<file path="src/rtl/regfile_pkg.sv">
// Shared constants and packed-port helpers for the regfile_sb register file.
package regfile_pkg;

  localparam int REGFILE_DATA_W = 32;
  localparam int REGFILE_NREGS  = 32;
  localparam int REGFILE_NRD    = 2;

  // Low bit of port 'port' inside a packed bus of 'width'-bit fields.
  function automatic int port_lo(input int port, input int width);
    return port * width;
  endfunction

endpackage

</file>
<file path="src/rtl/regfile_scoreboard.sv">
// Destination scoreboard: busy vector, busy count and issue acceptance.
module regfile_scoreboard
  import regfile_pkg::*;
#(
  parameter int NREGS   = REGFILE_NREGS,
  parameter int AW      = $clog2(NREGS),
  parameter bit ZERO_R0 = 1'b1
) (
  input  logic             clk,
  input  logic             reset,
  input  logic             we,
  input  logic [AW-1:0]    wr_addr,
  input  logic             issue_valid,
  input  logic [AW-1:0]    issue_addr,
  output logic             issue_ready,
  output logic [NREGS-1:0] busy,
  output logic [AW:0]      busy_cnt
);

  logic [NREGS-1:0] busy_r;
  logic [AW:0]      busy_cnt_r;
  logic [NREGS-1:0] busy_next_s;
  logic [AW:0]      cnt_next_s;
  logic             issue_ready_s;
  logic             clr_s;
  logic             set_s;

  // Ready reflects committed state only; r0 is always accepted when hard-wired.
  always_comb begin
    issue_ready_s = 1'b1;
    if (ZERO_R0 && (issue_addr == {AW{1'b0}})) begin
      issue_ready_s = 1'b1;
    end else begin
      issue_ready_s = !busy_r[issue_addr];
    end
  end

  // Next busy vector and count; a same-address write+issue nets to busy.
  always_comb begin
    busy_next_s = busy_r;
    cnt_next_s  = busy_cnt_r;
    clr_s       = 1'b0;
    set_s       = 1'b0;
    if (we && !(ZERO_R0 && (wr_addr == {AW{1'b0}}))) begin
      clr_s                = busy_r[wr_addr];
      busy_next_s[wr_addr] = 1'b0;
    end else begin
      clr_s = 1'b0;
    end
    if (issue_valid && issue_ready_s && !(ZERO_R0 && (issue_addr == {AW{1'b0}}))) begin
      set_s                   = 1'b1;
      busy_next_s[issue_addr] = 1'b1;
    end else begin
      set_s = 1'b0;
    end
    if (set_s && !clr_s) begin
      cnt_next_s = busy_cnt_r + {{AW{1'b0}}, 1'b1};
    end else if (clr_s && !set_s) begin
      cnt_next_s = busy_cnt_r - {{AW{1'b0}}, 1'b1};
    end else begin
      cnt_next_s = busy_cnt_r;
    end
  end

  // Scoreboard state register.
  always_ff @(posedge clk) begin
    if (reset) begin
      busy_r     <= {NREGS{1'b0}};
      busy_cnt_r <= {(AW+1){1'b0}};
    end else begin
      busy_r     <= busy_next_s;
      busy_cnt_r <= cnt_next_s;
    end
  end

  assign issue_ready = issue_ready_s;
  assign busy        = busy_r;
  assign busy_cnt    = busy_cnt_r;

endmodule

</file>
<file path="src/rtl/regfile_sb.sv">
// Multi-read-port register file with destination scoreboard.
// Optional write-to-read forwarding when REGFILE_BYPASS_EN is defined.
module regfile_sb
  import regfile_pkg::*;
#(
  parameter int DATA_W  = REGFILE_DATA_W,
  parameter int NREGS   = REGFILE_NREGS,
  parameter int AW      = $clog2(NREGS),
  parameter int NRD     = REGFILE_NRD,
  parameter bit ZERO_R0 = 1'b1
) (
  input  logic                  clk,
  input  logic                  reset,
  input  logic [NRD*AW-1:0]     rd_addr,
  output logic [NRD*DATA_W-1:0] rd_data,
  output logic [NRD-1:0]        rd_busy,
  input  logic                  we,
  input  logic [AW-1:0]         wr_addr,
  input  logic [DATA_W-1:0]     wr_data,
  input  logic                  issue_valid,
  input  logic [AW-1:0]         issue_addr,
  output logic                  issue_ready,
  output logic [AW:0]           busy_cnt
);

  logic [DATA_W-1:0] mem_r [NREGS];
  logic [NREGS-1:0]  busy_s;
  logic [AW-1:0]     rd_addr_s [NRD];
  logic              wr_en_s;

  regfile_scoreboard #(
    .NREGS   (NREGS),
    .AW      (AW),
    .ZERO_R0 (ZERO_R0)
  ) u_scoreboard (
    .clk         (clk),
    .reset       (reset),
    .we          (we),
    .wr_addr     (wr_addr),
    .issue_valid (issue_valid),
    .issue_addr  (issue_addr),
    .issue_ready (issue_ready),
    .busy        (busy_s),
    .busy_cnt    (busy_cnt)
  );

  for (genvar g = 0; g < NRD; g++) begin : g_rd_addr
    assign rd_addr_s[g] = rd_addr[port_lo(g, AW) +: AW];
  end

  // Writes to a hard-wired r0 are dropped.
  always_comb begin
    wr_en_s = 1'b0;
    if (we && !(ZERO_R0 && (wr_addr == {AW{1'b0}}))) begin
      wr_en_s = 1'b1;
    end else begin
      wr_en_s = 1'b0;
    end
  end

  // Data array.
  always_ff @(posedge clk) begin
    if (reset) begin
      for (int r = 0; r < NREGS; r++) begin
        mem_r[r] <= {DATA_W{1'b0}};
      end
    end else if (wr_en_s) begin
      mem_r[wr_addr] <= wr_data;
    end else begin
      mem_r[wr_addr] <= mem_r[wr_addr];
    end
  end

  // Read muxes; r0 suppression takes priority over forwarding.
  always_comb begin
    rd_data = {(NRD*DATA_W){1'b0}};
    rd_busy = {NRD{1'b0}};
    for (int i = 0; i < NRD; i++) begin
      if (ZERO_R0 && (rd_addr_s[i] == {AW{1'b0}})) begin
        rd_data[port_lo(i, DATA_W) +: DATA_W] = {DATA_W{1'b0}};
        rd_busy[i]                            = 1'b0;
      end
`ifdef REGFILE_BYPASS_EN
      else if (we && (rd_addr_s[i] == wr_addr)) begin
        rd_data[port_lo(i, DATA_W) +: DATA_W] = wr_data;
        rd_busy[i]                            = 1'b0;
      end
`endif
      else begin
        rd_data[port_lo(i, DATA_W) +: DATA_W] = mem_r[rd_addr_s[i]];
        rd_busy[i]                            = busy_s[rd_addr_s[i]];
      end
    end
  end

endmodule

</file>
<file path="config.mk">
export PLATFORM = sky130hd
export DESIGN_NAME = regfile_sb
export DESIGN_NICKNAME = d
export VERILOG_FILES = /design/src/rtl/regfile_pkg.sv /design/src/rtl/regfile_scoreboard.sv /design/src/rtl/regfile_sb.sv
export SDC_FILE = /design/constraint.sdc
export NUM_CORES = 2
export LEC_CHECK = 0
export ABC_AREA = 1
export CAP_MARGIN = 20
export CELL_PAD_IN_SITES_DETAIL_PLACEMENT = 1
export CELL_PAD_IN_SITES_GLOBAL_PLACEMENT = 1
export CORE_MARGIN = 5
export CORE_UTILIZATION = 25
export DETAILED_ROUTE_END_ITERATION = 8
export DONT_BUFFER_PORTS = 1
export PLACE_DENSITY = 0.52
export SLEW_MARGIN = 10
export SYNTH_ARGS = -nofsm -noshare
export SYNTH_HDL_FRONTEND = slang
export SYNTH_HIERARCHICAL = 1
export SYNTH_SLANG_ARGS = --single-unit
</file>
<file path="constraint.sdc">
create_clock -name clk -period 7.4 [get_ports clk]
set_clock_uncertainty 0.05 [all_clocks]
set_input_delay 1.11 -clock clk [delete_from_list [all_inputs] [get_ports clk]]
set_output_delay 1.11 -clock clk [all_outputs]
set_load 0.03 [all_outputs]
</file>
==> flow_summary.toml <==
[route]
wl_mm = 295
wl_met3_mm = 14.9
ant_nets = 0
drc = 0
vias = 56000
wl_met1_mm = 128
wl_per_cell_um = 27.6
drt_pass1_iterations = 5
highest_layer = "met4"
drt_first_iter_violations = 4648
vias_per_cell = 5.23
wl_met2_mm = 141

[job]
cap_violations = 0

[synth]
yosysUniqueCellTypes = 31
seq_area_frac_synth_pct = 52.6
syn_inst = 7804
syn-cell-area_mm2 = 0.0599
synth_edf_count = 1024
ys_warn_count = 6
async_flop_share_pct = 0
ys_ff_latch = 1062
synth_ff_type = "edfxtp_1"
avgSynthCellArea_um2 = 7.67

[worst_setup_path]
worst_ep_required_time_ps = 6240
path_class = "in2out"
worstPathMaxFanout = 270
critPathCaptureType = "primary output"
cp_slowest_stage_delay_ps = 1200
r2r-start = "u_scoreboard/busy[29]$_SDFF_PP0_"
critPathLaunchType = "input port"
slowest_stage = "inv_8"
cpLargestDelayFamily = "buffers and inverters"
worstPathCellList = "inv_8, buf_4, nand3_1, o21ai_0, nand2_1, nand3_1, nor2_1, nor2_1"
cp.arrival_ps = 5300
cp_num_buf_inv = 2
regToRegSetupSlack_ps = 4030
reg2reg_depth = 17
rr_endpoint = "u_scoreboard/busy_cnt[5]$_SDFFE_PP0P_"

[grt]
grt_pass1_wl_mm = 419
grt_start_max_net_pins = 580
grt_pass1_vias = 57600
grt_use_total_pct = 23.0
grt.overflow.total = 0
antenna_found_initial = 4

[timing]
setup_viol = 0
slew_viol_final = 139
rsz0062_at_grt = "no"
finalCritPeriodShare_pct = 87.3
period_needed_ps = 6460
max_freq_mhz = 155
fin_setup_tns_ps = 0
max_slew_margin_pct = -15.1
worst_slew_pin_slew_ps = 1730
finalHoldViolCount = 0
holdWs_ps = 343

[cts]
clk_path_buf_depth = 3
clock-sinks = 1062
path_clk_slew_ps = 60
h-tree-depth = 4
tritoncts.num_buffers = 134
cts_tree = "yes"
post_cts_buffers = 0
root_buffer = "clkbuf_16"
clock_latency_ps = 790
cts_resized = 0
hold_buffers = 0

[min_path]
hp-class = "in2reg"
worstHoldStart = "reset"
hold_depth = 1
hold_end = "u_scoreboard/busy[20]$_SDFF_PP0_"

[floorplan]
row_count = 179
dieArea_mm2 = 0.249
die_w_um = 499
die-height_um = 499
num_io_pins = 129
core-area_mm2 = 0.238
initial_core_util_pct = 25.1

[pwr]
power.density_mw_per_mm2 = 231
power_w = 0.0153
power_frac_seq_pct = 46.3
netSwitchingFraction_pct = 28.8
p_leak_nw = 26.3
ir_drop_mv = 0.209
clockPowerShare_pct = 41.0
power_switching_w = 0.00442
pwr-share-comb_pct = 12.7
power.internal_w = 0.0109

[placement]
place_congestion = 0.807
dpl.hpwl_mm = 152
io_buffers = 0

[layout]
layout.nets = 7496
syn_to_final_growth_pct = 10.8
fillerInstances = 28400
final_layout_size_suffix_gt1_share_pct = 4.96

[outcome]
status = "finished with violations"
violations = "max-slew violations"
==> Yosys cell counts, types with 4 or more instances <==
cell type / n / share of area [%]
a21oi_1: 175 / 1.5
edfxtp_1: 1024 / 51
buf_1: 57 / 0.36
dfxtp_1: 38 / 1.3
buf_4: 31 / 0.39
inv_1: 197 / 1.2
clkbuf_1: 283 / 1.8
nand2_1: 2225 / 14
nand3_1: 1008 / 8.4
nor2_1: 1849 / 12
o211ai_1: 31 / 0.39
buf_6: 11 / 0.21
o21ai_1: 28 / 0.23
a22oi_1: 16 / 0.20
o21ai_0: 461 / 3.9
nor3_1: 24 / 0.20
ha_1: 5 / 0.10
nand4_1: 37 / 0.39
inv_2: 11 / 0.069
buf_2: 276 / 2.3
xor2_1: 4 / 0.059
==> layout make-up <==
cell class / instances / area (um2) / area share, %
antenna: 1 / 2.50 / 0.00377
inverter: 210 / 831 / 1.25
clock inverter: 52 / 309 / 0.466
tap: 3167 / 3960 / 5.97
timing repair buffer: 122 / 1090 / 1.64
multi-input combinational: 5904 / 24900 / 37.6
sequential: 1062 / 31500 / 47.5
clock buffer: 185 / 3700 / 5.58
==> through the flow <==
stage	util, %	instance area [um2]	cells	setup slack [ps]
CTS	27.9	66300	10700	2020
detailed placement	26.2	62300	10500	2020
finish	27.9	66300	10700	940
floorplan	-	60000	7835	3640
global placement	26.2	62300	10500	2060
global route	27.9	66300	10700	1960
==> sequential cells by signal, summed over array words and instances (netlist names) <==
register / count
mem_r: 1024
u_scoreboard/busy: 32
u_scoreboard/busy_cnt: 6
==> worst max path at each step <==
stage / from / to / slack (ps) / depth (start not counted)
4_1_cts: rd_addr[0] / rd_data[6] / 2020 / 8
2_1_floorplan: rd_addr[1] / rd_data[5] / 3640 / 10
3_5_place_dp: rd_addr[0] / rd_data[6] / 2020 / 8
3_3_place_gp: rd_addr[2] / rd_data[6] / 2060 / 8
6_report: rd_addr[1] / rd_data[6] / 940 / 8
5_1_grt: rd_addr[2] / rd_data[4] / 1960 / 10
==> worst reg2reg max path: stages (launching register included) <==
cell	delay, ps
dfxtp_1	360
nand2_1	90
nand2_1	50
nand2_1	60
nand2_1	60
nand2_1	80
nand2_1	90
nor2_4	640
nand2_1	220
nor2_1	150
ha_1	200
inv_1	130
ha_1	390
a21oi_1	110
o211ai_1	230
xor2_1	180
nand2_1	70
a21oi_1	140
==> per-layer routing <==
metal,GRT usage [%],up-vias
met2,39.4,1700
li1,-,24900
met1,29.7,28900
met4,8.24,0
met5,0,-
met3,2.95,469
==> placed cells by master (no fill, tap or decap), types with 3 or more instances in the layout <==
master | Yosys | layout
nand2_1 | 2225 | 2163
nor2_1 | 1849 | 1847
edfxtp_1 | 1024 | 1024
nand3_1 | 1008 | 1007
o21ai_0 | 461 | 461
inv_1 | 197 | 190
a21oi_1 | 175 | 175
clkbuf_16 | 0 | 140
buf_4 | 31 | 106
nand2_2 | 1 | 45
clkbuf_1 | 283 | 42
dfxtp_1 | 38 | 38
nand4_1 | 37 | 37
conb_1 | 1 | 32
o211ai_1 | 31 | 31
clkinv_1 | 2 | 31
o21ai_1 | 28 | 28
nor3_1 | 24 | 24
nand2_4 | 0 | 18
a22oi_1 | 16 | 16
buf_12 | 0 | 13
clkinv_2 | 0 | 12
inv_2 | 11 | 10
inv_6 | 0 | 8
inv_8 | 0 | 5
ha_1 | 5 | 5
nor2_4 | 2 | 4
xor2_1 | 4 | 4
clkbuf_8 | 0 | 3
buf_6 | 11 | 3
==> cells by family (layout without fill, tap and decap cells) <==
kind of cell	after synthesis	after routing	synth area share [%]
AND/OR/NAND/NOR	5147	5147	34.6
flip-flops	1062	1062	52.6
buffers and inverters	869	569	6.36
AO/OA/AOI/OAI	713	713	6.16
adder cells (fa/ha/maj)	6	6	0.138
XOR/XNOR	6	6	0.0878
other	1	33	0.00626
==> power by group through the flow <==
stage / logic [W] / clock network, W / registers (W)
after floorplan: 0.00133 / 0 / 0.00717
after global placement: 0.00191 / 0 / 0.00721
after detailed placement: 0.00195 / 0 / 0.00722
after CTS: 0.00195 / 0.00641 / 0.00710
after global routing: 0.00211 / 0.00664 / 0.00714
final: 0.00195 / 0.00629 / 0.00710
(Power assumes the default switching activity.)
